## config.mk

```make
export PLATFORM = sky130hd
export DESIGN_NAME = uart_rx_fifo
export DESIGN_NICKNAME = d
export VERILOG_FILES = /design/src/rtl/uart_rx_fifo.sv
export SDC_FILE = /design/constraint.sdc
export NUM_CORES = 1
export LEC_CHECK = 0
export BUFFER_PORTS_ARGS = -buffer_cell sky130_fd_sc_hd__buf_2
export CAP_MARGIN = 10
export CORE_ASPECT_RATIO = 0.8
export CORE_MARGIN = 2
export CORE_UTILIZATION = 39
export CTS_CLUSTER_DIAMETER = 60
export CTS_CLUSTER_SIZE = 28
export DETAILED_ROUTE_END_ITERATION = 8
export SYNTH_ARGS = -nofsm -noshare
export SYNTH_HDL_FRONTEND = slang
export SYNTH_SLANG_ARGS = --single-unit
```

## constraint.sdc

```tcl
create_clock -name clock -period 4 [get_ports clock]
set_clock_uncertainty 0.2 [all_clocks]
set_input_delay 0.8 -clock clock [delete_from_list [all_inputs] [get_ports clock]]
set_output_delay 0.8 -clock clock [all_outputs]
set_load 0.05 [all_outputs]
```

## src/rtl/uart_rx_fifo.sv

```systemverilog
// uart_rx_fifo
//   Receive-side FIFO for a UART. Frame-done strobes arrive from the baud-clock
//   domain. Each strobe is synchronised and edge-detected into a single-cycle
//   write. The received byte and its error flags are then pushed into a
//   first-word-fall-through store.
//
//   Optional feature, macro UART_RX_FIFO_ERR_FILTER_EN:
//     When defined, frames with any error flag set are dropped rather than
//     stored, and the drops are counted in err_drop_count (saturating at 255).
//     When undefined, every frame is stored and err_drop_count is tied to 0.
//
//   Ports
//     clock          : system clock, rising edge
//     reset_n        : asynchronous active-low reset
//     done_flag      : frame-received strobe (async, >= 3 clocks high)
//     data_in        : received byte, stable while done_flag is high
//     error_in       : {stop, start, parity} error flags
//     rd_en          : pop the head entry (ignored when empty)
//     clear_overrun  : clear the sticky overrun flag
//     rd_data/rd_err : head entry, 0 when empty
//     empty/full     : occupancy flags decoded from count
//     count          : stored entries, 0..DEPTH
//     overrun        : sticky, a frame was lost to a full FIFO
//     err_drop_count : frames filtered for errors
module uart_rx_fifo #(
  parameter int DEPTH = 16,
  parameter int AW    = 4
) (
  input  logic          clock,
  input  logic          reset_n,
  input  logic          done_flag,
  input  logic [7:0]    data_in,
  input  logic [2:0]    error_in,
  input  logic          rd_en,
  input  logic          clear_overrun,
  output logic [7:0]    rd_data,
  output logic [2:0]    rd_err,
  output logic          empty,
  output logic          full,
  output logic [AW:0]   count,
  output logic          overrun,
  output logic [7:0]    err_drop_count
);

  logic            s1_q, s2_q, s3_q;
  logic [10:0]     mem_q [DEPTH];
  logic [AW-1:0]   wr_ptr_q, rd_ptr_q;
  logic [AW:0]     count_q, count_d;
  logic            overrun_q, overrun_d;
  logic [10:0]     head;
  logic            wr_stb, frame_bad, pop, push, ovr_evt;

  // Rising edge of the synchronised done_flag. The chain resets to 1, so a
  // strobe already high when reset releases is not treated as a new frame.
  assign wr_stb = s2_q & ~s3_q;

`ifdef UART_RX_FIFO_ERR_FILTER_EN
  logic [7:0] drop_q;
  assign frame_bad      = |error_in;
  assign err_drop_count = drop_q;

  always_ff @(posedge clock or negedge reset_n) begin
    if (!reset_n)
      drop_q <= 8'h00;
    else if (wr_stb && frame_bad && drop_q != 8'hFF)
      drop_q <= drop_q + 8'h01;
  end
`else
  assign frame_bad      = 1'b0;
  assign err_drop_count = 8'h00;
`endif

  assign empty = (count_q == '0);
  assign full  = (count_q == (AW+1)'(DEPTH));
  assign count = count_q;

  assign pop  = rd_en & ~empty;
  // A full FIFO still accepts a frame when a pop frees a slot on the same edge.
  assign push    = wr_stb & ~frame_bad & (~full | pop);
  assign ovr_evt = wr_stb & ~frame_bad & full & ~pop;

  always_comb begin
    count_d = count_q;
    if (push && !pop)
      count_d = count_q + (AW+1)'(1);
    else if (pop && !push)
      count_d = count_q - (AW+1)'(1);
  end

  // A lost frame outranks a simultaneous clear so the loss is never hidden.
  always_comb begin
    overrun_d = overrun_q;
    if (ovr_evt)
      overrun_d = 1'b1;
    else if (clear_overrun)
      overrun_d = 1'b0;
  end

  always_ff @(posedge clock or negedge reset_n) begin
    if (!reset_n) begin
      s1_q      <= 1'b1;
      s2_q      <= 1'b1;
      s3_q      <= 1'b1;
      wr_ptr_q  <= '0;
      rd_ptr_q  <= '0;
      count_q   <= '0;
      overrun_q <= 1'b0;
    end else begin
      s1_q      <= done_flag;
      s2_q      <= s1_q;
      s3_q      <= s2_q;
      if (push) wr_ptr_q <= wr_ptr_q + AW'(1);
      if (pop)  rd_ptr_q <= rd_ptr_q + AW'(1);
      count_q   <= count_d;
      overrun_q <= overrun_d;
    end
  end

  // Storage carries no reset; occupancy is governed by count and the pointers.
  always_ff @(posedge clock) begin
    if (push)
      mem_q[wr_ptr_q] <= {error_in, data_in};
  end

  assign head    = empty ? 11'h000 : mem_q[rd_ptr_q];
  assign rd_data = head[7:0];
  assign rd_err  = head[10:8];
  assign overrun = overrun_q;

endmodule

```

==> results of run 1 <==
kinds of logic after synthesis:
| kind of cell | synth area share |
|---|---|
| xor+xnor | 0.0100 |
| compound gates | 0.0247 |
| simple gates | 0.0281 |
| flops | 0.728 |
| other cells | 0.000478 |
| fa+ha+maj | 0.0169 |
| mux | 0.164 |
| buf+inv | 0.0279 |
routing by layer:
layer | part of all wire | GRT usage
met1 | 0.45 | 0.233
met2 | 0.46 | 0.245
met3 | 0.071 | 0.0354
met4 | 0.012 | 0.0515
met5 | 0 | 0
report_power, final:
group / total [mW] / internal, mW / switching (mW)
Combinational: 2.26 / 0.899 / 1.37
Sequential: 2.58 / 2.36 / 0.216
Clock: 1.68 / 0.930 / 0.748
worst max path at each step:
stage | to | slack, ns | cells past startpoint
6_report | rd_data[7] | 0.20 | 6
5_1_grt | rd_data[7] | 0.04 | 6
4_1_cts | rd_data[7] | 0.14 | 6
3_5_place_dp | count[4]$_DFFE_PN0P_ | 0.60 | 10
3_3_place_gp | rd_data[7] | 0.66 | 6
2_1_floorplan | count[4]$_DFFE_PN0P_ | 0.85 | 10
area by class of cell:
cell class              count  area share
well taps                 264      0.0371
inverters                   8     0.00337
multi-input cells         174       0.220
clock buffers              18      0.0482
repair buffers             46      0.0320
clock inverters            14      0.0174
flip-flops and latches    193       0.642
registers in the layout, summed over array words and instances, names as in the netlist:
signal	count
count	5
mem_q	176
s1_q	1
overrun	1
rd_ptr_q	4
s3_q	1
wr_ptr_q	4
s2_q	1
cell usage after synthesis:
library cell | number | share of area
buf_4 | 11 | 0.011
xor2_1 | 2 | 0.0022
buf_1 | 1 | 0.00048
and4b_1 | 1 | 0.0013
mux2_2 | 13 | 0.019
nor4_2 | 1 | 0.0016
ha_1 | 9 | 0.014
a21o_1 | 3 | 0.0029
nand3_1 | 6 | 0.0038
clkbuf_1 | 4 | 0.0019
o21ai_1 | 11 | 0.0070
a21oi_1 | 13 | 0.0083
a2111oi_0 | 1 | 0.0011
dfstp_2 | 3 | 0.010
and3_1 | 4 | 0.0032
o21ai_0 | 4 | 0.0026
buf_12 | 1 | 0.0026
a31o_2 | 1 | 0.0011
o22ai_1 | 1 | 0.00080
inv_1 | 7 | 0.0033
edfxtp_1 | 176 | 0.67
xnor2_1 | 7 | 0.0078
nand2b_1 | 1 | 0.00080
nor3_1 | 7 | 0.0045
inv_2 | 1 | 0.00048
buf_6 | 2 | 0.0029
nand4_1 | 1 | 0.00080
mux2i_1 | 12 | 0.015
nand2_1 | 11 | 0.0053
dfrtp_1 | 14 | 0.045
o31ai_1 | 1 | 0.00096
fa_1 | 1 | 0.0026
mux4_1 | 7 | 0.023
nor2_1 | 6 | 0.0029
mux4_2 | 37 | 0.11
conb_1 | 1 | 0.00048
buf_2 | 9 | 0.0057
and2_1 | 5 | 0.0040
through the flow:
stage,worst slack (ns),instance area (um^2),instances,utilization,power [mW]
after floorplan,0.845,7870,403,-,4.37
after global placement,0.656,8320,685,0.420,4.89
after detailed placement,0.599,8320,685,0.420,4.93
after CTS,0.145,8910,717,0.450,6.60
after global routing,0.0425,8910,717,0.450,6.83
final,0.204,8910,717,0.450,6.52
==> summary.txt, run 1 <==
STA
  – Period utilization: 0.949
  – Slew Viols, Final: 0
  – TNS Setup: 0 ns
  – Worst-Margin Slew: 0.941 ns
  – Slew HR: 0.371
  – Min Tclk post-route: 3.80 ns
  – Final setup fails: 0
  – Min Hold Slack: 0.0850 ns
  – Hold Fails Final Rpt: 0
  – Fmax: 263 MHz
  – RSZ-0062 raised after global routing: false

Critical path
  – Origin of the critical flop-to-flop path: count[0]$_DFFE_PN0P_
  – Type of origin of the critical path: register
  – Reg2reg end: count[4]$_DFFE_PN0P_
  – Slowest CP cell: dfrtp_2
  – Crit path max-delay family: flip-flops
  – Crit. End Element: output port
  – R2R cell count: 9
  – Crit path cell chain: buf_12 > mux4_2 > mux2_2 > o21ai_1 > a21oi_1 > buf_2
  – CP Class: reg2out
  – WP data arrival: 2.80 ns
  – WP data required: 3.00 ns
  – Critical path buffers and inverters: 2
  – Crit path max fanout: 24
  – Critical Path Source: rd_ptr_q[1]$_DFFE_PN0N_
  – Crit-path max cell delay: 0.85 ns
  – Reg2Reg Setup Slack: 0.65 ns

Global route
  – Pin count of the biggest net entering global routing: 35
  – Vias in the first global route: 3865
  – Tot GR Track Use: 0.161
  – GR Overflow Total: 0
  – Initial antenna violation count: 0
  – First-pass GRT wire length: 24200 um

Clock tree
  – Htree depth: 4
  – Root Buffer: clkbuf_16
  – Total clock sinks: 193
  – Clock Tree Buf Depth: 2
  – Clock-pin slew on the worst setup and hold paths: 0.07 ns
  – Clock Latency Late Sink: 0.43 ns
  – PostCTS Resize Cnt: 0
  – CTS tree: yes
  – Hold-fix buffers at CTS: 0
  – Post-CTS Setup Bufs: 0
  – CTS buffer count: 17

Cells and area
  – Register Area: 5720 um^2
  – Final #Nets: 466
  – Fill count: 1716
  – Share of layout cells above drive strength 1: 0.302
  – Most frequent cells in the layout: edfxtp_1, mux4_2, buf_2
  – Most common cell after layout, fill and taps aside: edfxtp_1
  – Number of diodes: 0
  – Area of the multi-input gates: 1960 um^2
  – P&R area growth vs syn: 13.5%

Synth
  – Synthesized instance count: 396
  – Yosys warns: 0
  – Sequential area share after synthesis: 0.728
  – Count of cell types in the netlist: 38
  – Synthesized area: 7850 um^2
  – Mean post-synth cell area: 19.8 um^2
  – Synthesized flop and latch total: 193

Routing
  – Vias per inst: 5.22
  – Initial DRC Count: 324
  – Detail Route Antenna Nets: 0
  – DRT Wirelength: 15900 um
  – DRT Pass-1 Iters: 4
  – Vias: 3743
  – # DRC: 0
  – Routed length per instance: 22.1 um

Placement
  – Routability cong.: 0.729
  – DP HPWL: 9650 um
  – I/O Buffers: 34

Power
  – Max VDD drop: 624 uV
  – Leak: 3.01 nW
  – Power Density: 732 nW/um^2

Hold path
  – Worst min path class: in2async

Die
  – DIE HEIGHT: 131 um
  – DIE AREA: 21300 um^2
  – Num ports: 43
  – Initial Utilization: 0.396
  – Die span in x: 163 um
  – Core area: 19800 um^2
  – Site row count: 46

Job
  – Max-cap viol count: 0

Status
  – Status: finished clean
(Power assumes the default switching activity.)
==> run 2, diff against run 1 <==
--- a/config.mk
+++ b/config.mk
@@ -13,6 +13,7 @@
 export CTS_CLUSTER_DIAMETER = 60
 export CTS_CLUSTER_SIZE = 28
 export DETAILED_ROUTE_END_ITERATION = 8
+export GPL_ROUTABILITY_DRIVEN = 0
 export SYNTH_ARGS = -nofsm -noshare
 export SYNTH_HDL_FRONTEND = slang
 export SYNTH_SLANG_ARGS = --single-unit
==> constraint.sdc (replaced) <==
create_clock -name clock -period 4 [get_ports clock]
set_clock_uncertainty 0.2 [all_clocks]
set_input_delay 0.8 -clock clock [delete_from_list [all_inputs] [get_ports clock]]
set_output_delay 0.8 -clock clock [all_outputs]
set_load 0.02 [all_outputs]
==> run 2 against run 1 <==
Against the previous run: clock power up 4%; critical path depth unchanged; sequential share of layout area down 0.19 points; power down 4.4%; highest routed layer unchanged; critical path type unchanged; utilization up 0.15 points.
==> summary.txt, run 2 (synthesis gave the netlist of run 1 again) <==
Cells and area
  – Number of diodes: 0
  – Final #Nets: 466
  – Most common cell after layout, fill and taps aside: edfxtp_1
  – Most frequent cells in the layout: edfxtp_1, mux4_2, buf_2
  – P&R area growth vs syn: 13.9%
  – Fin util: 0.451
  – Max reg flops: 176
  – Fill count: 1731
  – Most flop-heavy register: mem_q
  – Share of layout cells above drive strength 1: 0.302

Critical path
  – CP Class: reg2out
  – Type of origin of the critical path: register
  – WP data arrival: 2.61 ns
  – Reg2Reg Setup Slack: 0.64 ns
  – WP data required: 3.00 ns
  – Crit. End Element: output port
  – Crit path max fanout: 23

Global route
  – Pin count of the biggest net entering global routing: 34
  – First-pass GRT wire length: 23300 um
  – Tot GR Track Use: 0.152
  – Vias in the first global route: 4015
  – GR Overflow Total: 0
  – Initial antenna violation count: 0

Routing
  – Vias: 3757
  – Detail Route Antenna Nets: 0
  – # DRC: 0
  – DRT Wirelength: 14800 um
  – Vias per inst: 5.24
  – Routed length per instance: 20.7 um
  – DRT Pass-1 Iters: 4
  – Initial DRC Count: 287

STA
  – Worst-Margin Slew: 0.882 ns
  – Min Tclk post-route: 3.61 ns
  – Slew Viols, Final: 0
  – Hold Fails Final Rpt: 0
  – TNS Setup: 0 ns
  – RSZ-0062 raised after global routing: false
  – Period utilization: 0.902
  – Final setup fails: 0
  – Fmax: 277 MHz
  – Min Hold Slack: 0.0914 ns
  – Slew HR: 0.412

Die
  – Core area: 19800 um^2
  – Initial Utilization: 0.396
  – Site row count: 46
  – Num ports: 43
  – DIE AREA: 21300 um^2
  – Die span in x: 163 um
  – DIE HEIGHT: 131 um

Power
  – Switching portion of total power: 0.311
  – Power Density: 698 nW/um^2
  – Seq pwr share: 0.420
  – Power, Total: 6.24 mW
  – Clock Power Share: 0.280
  – Leak: 3.02 nW
  – Max VDD drop: 510 uV
  – Comb pwr share: 0.300
  – Pint: 4.30 mW
  – NetSw: 1.94 mW

Placement
  – DP HPWL: 9320 um
  – I/O Buffers: 34

Clock tree
  – Clock Tree Buf Depth: 2
  – Clock Latency Late Sink: 0.42 ns
  – Post-CTS Setup Bufs: 0
  – CTS buffer count: 17
  – Hold-fix buffers at CTS: 0
  – Total clock sinks: 193
  – Htree depth: 4
  – Clock-pin slew on the worst setup and hold paths: 0.07 ns
  – Root Buffer: clkbuf_16
  – CTS tree: yes

Status
  – Status: finished clean

Job
  – Max-cap viol count: 0

Hold path
  – Worst min path class: in2async
==> run 2: stage by stage <==
stage	setup slack [ns]	instances	cell area, um^2
after floorplan	0.980	403	7870
after global routing	0.193	717	8940
final	0.390	717	8940
after CTS	0.145	717	8930
after detailed placement	0.574	685	8320
after global placement	0.660	685	8320
==> run 2: worst max-delay path, stage by stage (launching register included) <==
cell and delay, ns:
dfrtp_4 0.71, buf_4 0.27, mux4_2 0.51, mux2_2 0.27, o21ai_1 0.12, a21oi_1 0.07, buf_2 0.21
==> run 2: power by group through the flow <==
stage,registers (mW),logic (mW),clock network (mW)
after detailed placement,2.66,1.90,0
final,2.62,1.87,1.74
after global routing,2.66,2.04,1.87
after global placement,2.65,1.87,0
after floorplan,2.51,1.50,0
after CTS,2.62,1.90,1.78
==> run 2: layout make-up <==
cell class                 instances  area (um^2)  area share
multi-input combinational        174         1950       0.219
timing repair buffer              46          285      0.0319
inverter                           8         30.0     0.00336
sequential                       193         5720       0.640
clock inverter                    15          193      0.0216
tap                              264          330      0.0370
clock buffer                      17          425      0.0476
==> run 2: path summary, 6_finish.rpt <==
check	from	end	cells after the start
setup / recovery	rd_ptr_q[1]$_DFFE_PN0N_	rd_err[1]	6
hold / removal	reset_n	overrun$_DFFE_PN0P_	1
setup reg to reg	count[0]$_DFFE_PN0P_	count[4]$_DFFE_PN0P_	9
hold reg to reg	s1_q$_DFF_PN1_	s2_q$_DFF_PN1_	0
max in group asynchronous	reset_n	s1_q$_DFF_PN1_	1
min in group clock	s1_q$_DFF_PN1_	s2_q$_DFF_PN1_	0
==> run 2: what timing repair did <==
item / 4_1_cts / 5_1_grt
resized for setup: 0 / 1
hold endpoints to repair: 0 / 0
setup endpoints to repair: 0 / 1
==> run 2: layer usage <==
layer / vias to the layer above / part of all wire / GRT usage
met2: 67 / 0.48 / 0.244
met4: 0 / 0.012 / 0.0474
li1: 1667 / - / -
met1: 2008 / 0.47 / 0.206
met3: 15 / 0.040 / 0.0391
met5: - / 0 / 0
